$ cat config.mk
export PLATFORM = sky130hd
export DESIGN_NAME = dwc_upsizer
export DESIGN_NICKNAME = d
export VERILOG_FILES = /design/src/rtl/dwc_upsizer.sv
export SDC_FILE = /design/constraint.sdc
export NUM_CORES = 1
export LEC_CHECK = 0
export ABC_CLOCK_PERIOD_IN_PS = 6850
export CORE_MARGIN = 4
export CORE_UTILIZATION = 55
export DETAILED_ROUTE_END_ITERATION = 8
export PLACE_DENSITY = 0.82
export SETUP_SLACK_MARGIN = 0.2
export SYNTH_ARGS = -nofsm -noshare
export SYNTH_HDL_FRONTEND = slang
export SYNTH_SLANG_ARGS = --single-unit
$ cat constraint.sdc
create_clock -name ap_clk -period 6.85 [get_ports ap_clk]
set_clock_uncertainty 0.05 [all_clocks]
set_input_delay 0.685 -clock ap_clk [delete_from_list [all_inputs] [get_ports ap_clk]]
set_output_delay 0.685 -clock ap_clk [all_outputs]
set_load 0.01 [all_outputs]
$ cat src/rtl/dwc_upsizer.sv
// Narrow-to-wide AXI-Stream width converter: gathers OUT_FOLD/IN_FOLD input words into one output word.
// Optional tlast support (early group completion, zero-filled lanes) is enabled by DWC_UPSIZER_TLAST_EN.
module dwc_upsizer #(
  parameter int ACTIVATION_WIDTH = 4,
  parameter int IN_FOLD          = 2,
  parameter int OUT_FOLD         = 10,
  localparam int IN_BA  = (IN_FOLD * ACTIVATION_WIDTH + 7) / 8 * 8,
  localparam int OUT_BA = (OUT_FOLD * ACTIVATION_WIDTH + 7) / 8 * 8
) (
  input  logic              ap_clk,
  input  logic              ap_rst,
  input  logic [IN_BA-1:0]  s_axis_input_tdata,
  input  logic              s_axis_input_tvalid,
  output logic              s_axis_input_tready,
`ifdef DWC_UPSIZER_TLAST_EN
  input  logic              s_axis_input_tlast,
  output logic              m_axis_output_tlast,
`endif
  output logic [OUT_BA-1:0] m_axis_output_tdata,
  output logic              m_axis_output_tvalid,
  input  logic              m_axis_output_tready
);

  localparam int RATIO = OUT_FOLD / IN_FOLD;
  localparam int IN_W  = IN_FOLD * ACTIVATION_WIDTH;
  localparam int OUT_W = OUT_FOLD * ACTIVATION_WIDTH;
  localparam int CNT_W = (RATIO > 2) ? $clog2(RATIO) : 1;
  localparam int ASM_W = (RATIO - 1) * IN_W;
  localparam logic [CNT_W-1:0] LAST_CNT = CNT_W'(RATIO - 1);

  generate
    if ((OUT_FOLD % IN_FOLD) != 0 || OUT_FOLD <= IN_FOLD) begin : g_bad_cfg
      $error("dwc_upsizer: OUT_FOLD must be a multiple of IN_FOLD and larger than it");
    end
    if (IN_BA > IN_W) begin : g_in_pad
      logic unused_in_pad;
      assign unused_in_pad = ^s_axis_input_tdata[IN_BA-1:IN_W];
    end
  endgenerate

  logic [CNT_W-1:0] cnt_q;
  logic [ASM_W-1:0] asm_q;
  logic [OUT_W-1:0] out_q;
  logic             out_valid_q;
  logic [IN_W-1:0]  in_word;
  logic [OUT_W-1:0] full_word;
  logic             completes;
  logic             in_hs;
  logic             out_hs;

  assign in_word = s_axis_input_tdata[IN_W-1:0];

`ifdef DWC_UPSIZER_TLAST_EN
  logic out_last_q;
  assign completes           = (cnt_q == LAST_CNT) || s_axis_input_tlast;
  assign m_axis_output_tlast = out_last_q;
`else
  assign completes = (cnt_q == LAST_CNT);
`endif

  // The only stall: a group-completing word while the held output cannot drain.
  assign s_axis_input_tready  = !(completes && out_valid_q && !m_axis_output_tready);
  assign in_hs                = s_axis_input_tvalid && s_axis_input_tready;
  assign out_hs               = out_valid_q && m_axis_output_tready;
  assign m_axis_output_tvalid = out_valid_q;
  assign m_axis_output_tdata  = OUT_BA'(out_q);

  // Filled slots below cnt come from the assembly register, the incoming word
  // takes slot cnt, and any lanes above it (early tlast) stay zero.
  always_comb begin
    full_word = '0;
    for (int k = 0; k < RATIO - 1; k++) begin
      if (CNT_W'(k) < cnt_q) begin
        full_word[k*IN_W +: IN_W] = asm_q[k*IN_W +: IN_W];
      end
    end
    for (int k = 0; k < RATIO; k++) begin
      if (CNT_W'(k) == cnt_q) begin
        full_word[k*IN_W +: IN_W] = in_word;
      end
    end
  end

  always_ff @(posedge ap_clk or posedge ap_rst) begin
    if (ap_rst) begin
      cnt_q       <= '0;
      asm_q       <= '0;
      out_q       <= '0;
      out_valid_q <= 1'b0;
    end else begin
      if (out_hs) begin
        out_valid_q <= 1'b0;
      end
      if (in_hs) begin
        if (completes) begin
          out_q       <= full_word;
          out_valid_q <= 1'b1;
          cnt_q       <= '0;
        end else begin
          for (int k = 0; k < RATIO - 1; k++) begin
            if (cnt_q == CNT_W'(k)) begin
              asm_q[k*IN_W +: IN_W] <= in_word;
            end
          end
          cnt_q <= cnt_q + CNT_W'(1);
        end
      end
    end
  end

`ifdef DWC_UPSIZER_TLAST_EN
  // tlast travels with the word it completes and is held alongside the data.
  always_ff @(posedge ap_clk or posedge ap_rst) begin
    if (ap_rst) begin
      out_last_q <= 1'b0;
    end else if (in_hs && completes) begin
      out_last_q <= s_axis_input_tlast;
    end
  end
`endif

endmodule

* After elaboration in Yosys (flattened, before gate mapping)
Index checks and enable logic that the tools add are counted.
** Storage, ports and cells
- Flip-flop bits (word level) :: 76
- Input bits :: 12
- Output and inout bits :: 42
- Logic and storage cells :: 46
** Operators by class
- Add/subtract/negate cells :: 1
- $lt $le $gt $ge :: 4
- Equality and inequality tests :: 8
- Muxes and demuxes :: 13
- Bitwise gates (word level) :: 1
- Reduce and logical (&&, ||, !) cells :: 12
** Operators by type and width (number)
- $mux W8 :: 9
- $reduce_and A3 Y1 :: 4
- $eq A2 B3 Y1 const A :: 2
- $eq A3 B2 Y1 const B :: 2
- $lt A1 B3 Y1 const A :: 2
- $lt A2 B3 Y1 const A :: 2
- $logic_and A1 B1 Y1 :: 4
- $add A3 B1 Y3 const B :: 1
- $eq A1 B3 Y1 const A :: 1
- $eq A3 B1 Y1 const B :: 1
- $eq A3 B3 Y1 const A :: 1
- $eq A3 B3 Y1 const B :: 1
- $logic_not A3 Y1 :: 1
- $mux W1 :: 3
- $mux W3 :: 1
- $logic_not A1 Y1 :: 2
- $reduce_and A2 Y1 :: 1
- $not A1 Y1 :: 1

* Longest topological paths before layout
Gate-level depths: netlist of run 1.
- Depth after elaboration :: 6
- Depth in mapped cells :: 6
- Depth with buffers taken out :: 5

* Least setup slack after synthesis of run 1
Ideal clock, no wire load.
- Kind :: in2reg
- Start point :: in m_axis_output_tready
- End point :: reg out_q[31], in the netlist m_axis_output_tdata[31]
- Setup time :: 0.125 ns
- Data arrival time :: 1.706 ns
- Required time :: 6.675 ns
- Path slack :: 4.969 ns
- Stages on the path :: 4
- Buffers on the path :: 1
- Cells stage by stage :: and2b_4 nor3b_4 buf_6 mux2_2
** On the way
- Longest elaborated chain between the ends :: 5
** RTL lines
- start: declaration :: line 21 : input logic m_axis_output_tready
- $logic_not A1 Y1 :: line 62 : assign s_axis_input_tready = !(completes && out_valid_q && !m_axis_output_tready);
- $logic_and A1 B1 Y1 :: line 62
- $logic_not A1 Y1 :: line 62
- $logic_and A1 B1 Y1 :: line 63 : assign in_hs = s_axis_input_tvalid && s_axis_input_tready;
- $reduce_and A2 Y1 (no line)
- end signal: assignment :: line 96 : out_q <= full_word;
- end: declaration :: line 43 : logic [OUT_W-1:0] out_q;
No other way between the ends.
A chain may end at the register's enable or synchronous reset.

* Final worst setup path of run 1
- Start point :: in m_axis_output_tready
- End point :: out s_axis_input_tready
** On the way
- Longest elaborated chain between the ends :: 3
** RTL lines
- $logic_not A1 Y1 :: line 62
- $logic_and A1 B1 Y1 :: line 62
- $logic_not A1 Y1 :: line 62
- end: declaration :: line 14 : output logic s_axis_input_tready,
No other way between the ends.

==> impl_metrics.env, run 1 <==
export IMPL_num_nets_final=271
export IMPL_die_w_um=81.8
export IMPL_critical_path_required_ns=6.11
export IMPL_timing_hold_violations_final=0
export IMPL_buffer_ports_inserted=53
export IMPL_min_period_ns=2.70
export IMPL_slew_violations=0
export IMPL_gp_congestion=0.730
export IMPL_placementRows=26
export IMPL_synth_avg_cell_area_um2=15.3
export IMPL_run_status="finished, final reports clean"
export IMPL_clk_pin_slew_ns=0.07
export IMPL_drt_total_wl_um=5340
export IMPL_grt_pass1_vias=1778
export IMPL_avgRoutedWirePerCell_um=16.2
export IMPL_postCtsSetupBuffers=0
export IMPL_grt_pass1_wl_um=8800
export IMPL_cts_sinks=76
export IMPL_ys_warns=0
export IMPL_cts_buffer_depth=2
export IMPL_hpwl_um=3400
export IMPL_setup_total_negative_slack_ns=0
export IMPL_worstMarginPinSlew_ns=0.909
export IMPL_critical_path_reg2reg_endpoint="m_axis_output_tdata[20]"
export IMPL_drt_iter0_markers=55
export IMPL_setup_viol_count_final=0
export IMPL_finish_instance_area_um2=3810
export IMPL_whs_endpoint="m_axis_output_tdata[24]"
export IMPL_worst_ep_arrival_time_ns=1.97
export IMPL_rsz0062_at_grt="false"
export IMPL_die_ht_um=81.8
export IMPL_grt_max_degree=77
export IMPL_biggest_fanout_along_the_worst_timing_path=4
export IMPL_place_area_um2=3570
export IMPL_hold_path_startpoint="m_axis_output_tdata[24]"
export IMPL_critical_path_reg2reg_startpoint="cnt_q[1]"
export IMPL_cpPeakStageDelay_ns=0.53
export IMPL_total_power_mw=1.83
export IMPL_tritoncts="done"
export IMPL_leakagePower_nw=1.67
export IMPL_worst_setup_path_start_kind="input port"
export IMPL_path_cells="clkdlybuf4s50_1 > and2b_4 > nand3_1 > clkdlybuf4s50_1"
export IMPL_postCtsResizedCells=0
export IMPL_drt_pass1_iterations=4
export IMPL_max_clock_freq_mhz=370
export IMPL_reg2regPathDepth=6
export IMPL_detail_route_drc_violations=0
export IMPL_syn_instance_count=196
export IMPL_yosys_register_bits=76
export IMPL_initial_antenna_violation_count=0
export IMPL_antennaDiodeCount=0
export IMPL_max_slew_margin_pct=39.4
export IMPL_cp_num_buf_inv=2
export IMPL_synth_fp_nets=211
export IMPL_drive_above_1_share_pct=32.7
export IMPL_irDropWorstVdd_mv=0.281
export IMPL_endpoint_kind="primary output"
export IMPL_cts_max_level=3
export IMPL_synth_cell_type_count=21
export IMPL_synth_area_um2=3000
export IMPL_worst_hold_path_type="reg2reg"
export IMPL_buffer_cell_driving_the_clock_tree_root="clkbuf_8"
export IMPL_floorplan_die_area_um2=6690
export IMPL_globalRoute_totalOverflow=0
export IMPL_hold_fix_buffers_at_cts=0
export IMPL_worst_path_most_repeated_cell="clkdlybuf4s50_1"
export IMPL_routed_via_density=5.24
export IMPL_category_of_the_critical_setup_timing_path="in2out"
export IMPL_minimum_setup_slack_among_reg_to_reg_paths_ns=4.69
export IMPL_initial_core_util_pct=57.5
export IMPL_number_of_buffers_inserted_during_clock_tree_synthesis=9
export IMPL_boundaryPins=54
export IMPL_detail_route_antenna_nets=0
export IMPL_clk_insertion_delay_late_ns=0.34
export IMPL_grtUsageTotal_pct=18.1
export IMPL_synth_sequential_area_ratio_pct=63.5
export IMPL_dr_total_vias=1729
export IMPL_core_um2=5200
export IMPL_layout_area_overhead_vs_synth_pct=27.3
export IMPL_period_share_pct=39.4
export IMPL_power_per_cell_area_nw_per_um2=480
export IMPL_worst_path_max_delay_cell="clkdlybuf4s50_1"
export IMPL_worstHoldPathCells=1
export IMPL_critPathTopFamily="buffers and inverters"
export IMPL_maxCapViolations=0
==> placed cells by master, fill, tap and decap left out, drive strengths merged <==
| master | synthesis | layout |
|---|---|---|
| o21ai | 3 | 3 |
| mux2 | 65 | 65 |
| nor2b | 1 | 1 |
| nand3 | 1 | 1 |
| or2 | 2 | 2 |
| nand2 | 12 | 12 |
| inv | 12 | 12 |
| nand2b | 1 | 1 |
| and3 | 1 | 1 |
| clkbuf | 0 | 10 |
| a21oi | 1 | 1 |
| ha | 3 | 3 |
| and2 | 1 | 1 |
| clkinv | 0 | 2 |
| clkdlybuf4s50 | 0 | 53 |
| bufinv | 0 | 3 |
| nor3b | 1 | 1 |
| mux2i | 8 | 8 |
| dfrtp | 76 | 76 |
| a22o | 1 | 1 |
| buf | 6 | 2 |
| and2b | 1 | 1 |
==> state kept, by name, summed over array words and instances, names as in the netlist <==
name and cells:
m_axis_output_tdata 40, asm_q 32, cnt_q 3, m_axis_output_tvalid 1
==> cell type report <==
| cell class | count | area, µm² |
|---|---|---|
| inverters | 12 | 45.0 |
| repair buffers | 55 | 546 |
| fillers | 355 | 1390 |
| flip-flops and latches | 76 | 1900 |
| clock buffers | 10 | 138 |
| multi-input cells | 102 | 995 |
| well taps | 70 | 87.6 |
| clock inverters | 5 | 100 |
==> where the power goes <==
| group | switching [mW] | internal, mW |
|---|---|---|
| Clock | 0.155 | 0.249 |
| Sequential | 0.118 | 0.669 |
| Combinational | 0.239 | 0.400 |
| Total | 0.511 | 1.32 |
==> synth_stat cells (all sizes together) <==
cell | number | area (µm²)
and2b | 1 | 10.0
nand2b | 1 | 6.26
and3 | 1 | 6.26
ha | 3 | 37.5
a21oi | 1 | 5.00
mux2i | 8 | 80.1
nand2 | 12 | 45.0
nor3b | 1 | 18.8
or2 | 2 | 12.5
a22o | 1 | 8.76
nand3 | 1 | 5.00
o21ai | 3 | 15.0
dfrtp | 76 | 1900
nor2b | 1 | 6.26
mux2 | 65 | 732
inv | 12 | 45.0
and2 | 1 | 6.26
buf | 6 | 53.8
==> metal layers <==
metal  up-vias  wire length [µm]  part of all wire [%]  global-route usage [%]
li1        787                 -                     -                       -
met1       890              2410                    45                    24.7
met2        43              2580                    48                    27.4
met3         9               267                   5.0                    4.39
met4         0                84                   1.6                    8.97
met5         -                 0                     0                       0
==> kinds of logic after synthesis <==
family / share of synthesized area [%]
simple gates: 3.88
flops: 63.5
fa+ha+maj: 1.25
mux: 27.1
buf+inv: 3.30
compound gates: 0.960
==> worst max-delay path by stage <==
| stage | startpoint | to | cells after the start | slack, ns |
|---|---|---|---|---|
| 6_report | m_axis_output_tready | s_axis_input_tready | 4 | 4.15 |
| 5_1_grt | m_axis_output_tready | s_axis_input_tready | 4 | 4.09 |
| 4_1_cts | m_axis_output_tready | s_axis_input_tready | 4 | 4.14 |
| 3_5_place_dp | m_axis_output_tready | s_axis_input_tready | 4 | 4.14 |
| 3_3_place_gp | m_axis_output_tready | s_axis_input_tready | 4 | 4.16 |
| 2_1_floorplan | ap_rst | asm_q[0] | 1 | 4.18 |
==> stage by stage <==
stage	cells	utilization [%]	worst slack [ns]	hold WS, ns
floorplan	196	-	4.18	0.409
global placement	315	68.7	4.16	0.421
CTS	330	73.2	4.14	0.445
detailed placement	315	68.7	4.14	0.429
finish	330	73.2	4.15	0.440
global route	330	73.2	4.09	0.465
Note: power is estimated with default switching activity, not from simulation.
==> inputs of run 2 (changes only) <==
ABC_CLOCK_PERIOD_IN_PS = 2440   (was 6850)
CORE_UTILIZATION = 47   (was 55)
PLACE_DENSITY = 0.75   (was 0.82)
clock period = 2.44 ns   (was 6.85 ns; I/O delays follow)
==> impl_metrics.env, run 2 (synthesis results as in run 1) <==
export IMPL_biggest_fanout_along_the_worst_timing_path=5
export IMPL_num_nets_final=273
export IMPL_cts_buffer_depth=2
export IMPL_clk_pin_slew_ns=0.08
export IMPL_die_ht_um=87.8
export IMPL_slew_violations=0
export IMPL_setup_total_negative_slack_ns=0
export IMPL_avgRoutedWirePerCell_um=16.4
export IMPL_endpoint_kind="primary output"
export IMPL_timing_hold_violations_final=0
export IMPL_reg2regPathDepth=6
export IMPL_power_per_cell_area_nw_per_um2=1300
export IMPL_buffer_ports_inserted=53
export IMPL_clk_insertion_delay_late_ns=0.34
export IMPL_hold_fix_buffers_at_cts=0
export IMPL_max_clock_freq_mhz=497
export IMPL_cpPeakStageDelay_ns=0.53
export IMPL_final_cell_mix="dfrtp_1 (76), mux2_2 (63), clkdlybuf4s50_1 (53)"
export IMPL_grtUsageTotal_pct=16.5
export IMPL_core_um2=6060
export IMPL_drt_total_wl_um=5560
export IMPL_postCtsResizedCells=0
export IMPL_setup_viol_count_final=0
export IMPL_max_slew_margin_pct=62.9
export IMPL_path_cells="inv_1 > ha_1 > nand3_1 > clkdlybuf4s50_1"
export IMPL_maxCapViolations=0
export IMPL_boundaryPins=54
export IMPL_fin_ws_ns=0.428
export IMPL_layout_commonest_cell="dfrtp_1"
export IMPL_antennaDiodeCount=0
export IMPL_holdWs_ns=0.224
export IMPL_preCtsSetupSlack_ns=0.418
export IMPL_rsz0062_at_grt="false"
export IMPL_category_of_the_critical_setup_timing_path="reg2out"
export IMPL_place_area_um2=3610
export IMPL_minimum_setup_slack_among_reg_to_reg_paths_ns=0.46
export IMPL_run_status="finished, final reports clean"
export IMPL_irDropWorstVdd_mv=0.622
export IMPL_floorplan_die_area_um2=7710
export IMPL_routed_via_density=5.08
export IMPL_number_of_buffers_inserted_during_clock_tree_synthesis=9
export IMPL_cts_max_level=3
export IMPL_hpwl_um=3800
export IMPL_worst_hold_path_type="in2async"
export IMPL_placementRows=28
export IMPL_detail_route_antenna_nets=0
export IMPL_leakagePower_nw=1.67
export IMPL_grt_pass1_wl_um=9410
export IMPL_initial_antenna_violation_count=0
export IMPL_cts_sinks=76
export IMPL_max_ffs_per_register=40
export IMPL_drive_above_1_share_pct=33.1
export IMPL_layout_area_overhead_vs_synth_pct=27.2
export IMPL_critical_path_reg2reg_endpoint="m_axis_output_tdata[36]"
export IMPL_tritoncts="done"
export IMPL_dr_total_vias=1717
export IMPL_grt_pass1_vias=1882
export IMPL_worstMarginPinSlew_ns=0.555
export IMPL_gp_congestion=0.783
export IMPL_postCtsSetupBuffers=0
export IMPL_finish_instance_area_um2=3810
export IMPL_buffer_cell_driving_the_clock_tree_root="clkbuf_8"
export IMPL_period_share_pct=82.5
export IMPL_drt_iter0_markers=67
export IMPL_die_w_um=87.8
export IMPL_initial_core_util_pct=49.4
export IMPL_grt_max_degree=33
export IMPL_critical_path_reg2reg_startpoint="cnt_q[0]"
export IMPL_globalRoute_totalOverflow=0
export IMPL_detail_route_drc_violations=0
export IMPL_drt_pass1_iterations=4
export IMPL_worst_setup_path_start_kind="flip-flop"
export IMPL_worst_ep_arrival_time_ns=1.72
export IMPL_min_period_ns=2.01
export IMPL_worst_path_max_delay_cell="clkdlybuf4s50_1"
export IMPL_critical_path_required_ns=2.15
[run 2: cell types whose count changed in the layout (fill, tap and decap cells not counted)]
cell / before / now
buf_4: 2 / 3
clkbuf_1: 0 / 1
clkbuf_8: 10 / 11
bufinv_16: 3 / 1
buf_12: 0 / 1
clkinvlp_4: 0 / 1
[run 2: worst max-delay path by stage]
stage	startpoint	end	slack, ns	cells after the start
2_1_floorplan	ap_rst	asm_q[0]	0.21	1
3_3_place_gp	s_axis_input_tvalid	asm_q[13]	0.42	4
3_5_place_dp	s_axis_input_tvalid	asm_q[14]	0.42	4
4_1_cts	cnt_q[0]	s_axis_input_tready	0.41	4
5_1_grt	cnt_q[0]	s_axis_input_tready	0.33	4
6_report	cnt_q[0]	s_axis_input_tready	0.43	4
[run 2: routing by layer]
| layer | wire [µm] | share of wire, % | global-route usage, % |
|---|---|---|---|
| met2 | 2660 | 48 | 25.8 |
| met1 | 2510 | 45 | 20.9 |
| met5 | 0 | 0 | 0 |
| met4 | 115 | 2.1 | 7.95 |
| met3 | 271 | 4.9 | 4.99 |
[run 2: critical path, delay by kind of cell, from the launching register on]
| family | cells | cell delay [ns] |
|---|---|---|
| buffers and inverters | 2 | 0.61 |
| AND/OR/NAND/NOR | 1 | 0.10 |
| flip-flops | 1 | 0.41 |
| adder cells (fa/ha/maj) | 1 | 0.25 |
[run 2: metrics by stage]
stage / utilization (%) / power [mW] / cells
after CTS: 62.9 / 5.05 / 338
after floorplan: - / 3.15 / 196
after global placement: 59.5 / 3.99 / 322
after detailed placement: 59.5 / 4.06 / 322
final: 62.9 / 4.97 / 338
after global routing: 62.9 / 5.31 / 338
[run 2: layout make-up]
cell class / instances / area [µm²]
Inverter: 12 / 45.0
Multi-Input combinational cell: 102 / 995
Sequential cell: 76 / 1900
Clock inverter: 4 / 47.5
Clock buffer: 12 / 155
Timing Repair Buffer: 57 / 573
Tap cell: 75 / 93.8
Fill cell: 480 / 2250
[run 2: power breakdown]
group          total (mW)  switching [mW]  internal [mW]
clock network       0.971           0.445          0.525
registers            2.20           0.321           1.88
logic                1.80           0.672           1.13
total                4.97            1.44           3.53
==> inputs of run 3 (changes only) <==
ABC_CLOCK_PERIOD_IN_PS = 1600   (was 2440)
clock period = 1.6 ns   (was 2.44 ns; I/O delays follow)
==> impl_metrics.env, run 3 (synthesis results as in run 1) <==
export IMPL_grt_pass1_vias=2027
export IMPL_total_switching_power_mw=2.62
export IMPL_endpoint_kind="flip-flop"
export IMPL_max_ffs_per_register=40
export IMPL_grtUsageTotal_pct=19.9
export IMPL_maxCapViolations=0
export IMPL_initial_antenna_violation_count=0
export IMPL_num_nets_final=308
export IMPL_timing_hold_violations_final=0
export IMPL_p_sw_share_pct=30.2
export IMPL_tritoncts="done"
export IMPL_run_status="finished with violations"
export IMPL_power_frac_clock_pct=18.9
export IMPL_setup_total_negative_slack_ns=-6.64
export IMPL_slew_violations=0
export IMPL_irDropWorstVdd_mv=1.12
export IMPL_max_slew_margin_pct=74.0
export IMPL_grt_max_degree=77
export IMPL_globalRoute_totalOverflow=0
export IMPL_routed_via_density=5.13
export IMPL_fin_ws_ns=-0.192
export IMPL_drive_above_1_share_pct=46.6
export IMPL_final_cell_mix="dfrtp_1 (75), mux2_4 (56), dlygate4sd2_1 (41)"
export IMPL_grt_pass1_wl_um=11100
export IMPL_dr_total_vias=1914
export IMPL_period_share_pct=112
export IMPL_core_um2=6060
export IMPL_gp_congestion=0.740
export IMPL_leakagePower_nw=2.25
export IMPL_power_share_combinational_pct=41.5
export IMPL_total_power_mw=8.66
export IMPL_worst_hold_path_type="in2async"
export IMPL_initial_core_util_pct=49.4
export IMPL_detail_route_antenna_nets=0
export IMPL_clk_pin_slew_ns=0.07
export IMPL_buffer_ports_inserted=53
export IMPL_setup_viol_count_final=41
export IMPL_placementRows=28
export IMPL_cts_sinks=76
export IMPL_detail_route_drc_violations=0
export IMPL_place_detailed_instances=336
export IMPL_cts_max_level=3
export IMPL_die_ht_um=87.8
export IMPL_preCtsSetupSlack_ns=-0.254
export IMPL_buffer_cell_driving_the_clock_tree_root="clkbuf_8"
export IMPL_hpwl_um=3860
export IMPL_drt_total_wl_um=7120
export IMPL_critical_path_required_ns=1.78
export IMPL_die_w_um=87.8
export IMPL_clk_insertion_delay_late_ns=0.35
export IMPL_max_clock_freq_mhz=558
export IMPL_fillCellCount=388
export IMPL_avgRoutedWirePerCell_um=19.1
export IMPL_category_of_the_critical_setup_timing_path="reg2reg"
export IMPL_power_per_cell_area_nw_per_um2=1910
export IMPL_number_of_buffers_inserted_during_clock_tree_synthesis=9
export IMPL_violations="setup timing"
export IMPL_p_seq_share_pct=39.6
export IMPL_rsz0062_at_grt="true"
export IMPL_worstMarginPinSlew_ns=0.389
export IMPL_fin_cells=373
export IMPL_worst_setup_path_start_kind="flip-flop"
export IMPL_cts_buffer_depth=2
export IMPL_boundaryPins=54
export IMPL_antennaDiodeCount=0
export IMPL_min_period_ns=1.79
export IMPL_holdWs_ns=0.211
export IMPL_layout_area_overhead_vs_synth_pct=51.7
export IMPL_drt_pass1_iterations=4
export IMPL_hold_fix_buffers_at_cts=0
export IMPL_worst_ep_arrival_time_ns=1.97
export IMPL_drt_iter0_markers=110
export IMPL_power_internal_mw=6.04
export IMPL_biggest_fanout_along_the_worst_timing_path=6
export IMPL_layout_commonest_cell="dfrtp_1"
export IMPL_floorplan_die_area_um2=7710
## run 3: cell types whose count changed in the layout (fill, tap and decap cells not counted), moves of 8 or more
cell,change
mux2_4,+56
mux2_2,-54
buf_6,+17
clkdlybuf4s50_1,-42
dlygate4sd2_1,+41
buf_4,+8
## run 3: final timing paths
kind / cells after the start / to / from / slack (ns)
worst max-delay path: 8 / m_axis_output_tdata[29] / cnt_q[0] / -0.19
min in group ap_clk: 1 / m_axis_output_tdata[33] / m_axis_output_tdata[33] / 0.46
worst min register to register: 1 / m_axis_output_tdata[33] / m_axis_output_tdata[33] / 0.46
max in group asynchronous: 3 / m_axis_output_tdata[31] / ap_rst / 0.99
worst min-delay path: 3 / asm_q[29] / ap_rst / 0.21
worst max register to register: 8 / m_axis_output_tdata[29] / cnt_q[0] / -0.19
## run 3: layer usage
| metal | track usage, % | up-vias | wire [µm] |
|---|---|---|---|
| li1 | - | 865 | - |
| met1 | 27.6 | 994 | 3390 |
| met2 | 29.6 | 45 | 3290 |
| met3 | 4.70 | 10 | 301 |
| met4 | 9.48 | 0 | 130 |
| met5 | 0 | - | 0 |
## run 3: critical path: stages, from the launching register on
cell     delay [ns]
dfrtp_1        0.40
inv_2          0.09
ha_4           0.15
nand2_4        0.05
nor3b_4        0.25
buf_6          0.14
buf_6          0.12
buf_12         0.12
mux2_4         0.30
## run 3: power groups by stage
stage                     Combinational, mW  Clock [mW]  Sequential, mW
after CTS                              3.30        1.65            3.40
final                                  3.60        1.64            3.43
after global routing                   3.85        1.77            3.54
after global placement                 2.88           0            3.36
after floorplan                        1.30           0            3.53
after detailed placement               2.97           0            3.40
## run 3: timing repair
action                                  in CTS  in global routing
pin swaps                                    4                  7
endpoints found under the setup margin     115                 76
buffers inserted                            13                  4
resized for setup                          120                 28
cloned                                       4                  0
## run 3: cell type report
| class | instances | area, µm² | area share [%] |
|---|---|---|---|
| clock buffer | 10 | 138 | 3.03 |
| clock inverter | 6 | 87.6 | 1.93 |
| inverter | 12 | 48.8 | 1.07 |
| multi-input combinational | 102 | 1280 | 28.3 |
| sequential | 76 | 1900 | 41.9 |
| tap | 75 | 93.8 | 2.07 |
| timing repair buffer | 92 | 988 | 21.8 |
## run 3: per-stage QoR
step                cell area [µm²]  util, %
floorplan                      3010        -
CTS                            4400     72.6
global route                   4540     75.0
global placement               3750     61.9
detailed placement             3750     61.9
finish                         4540     75.0
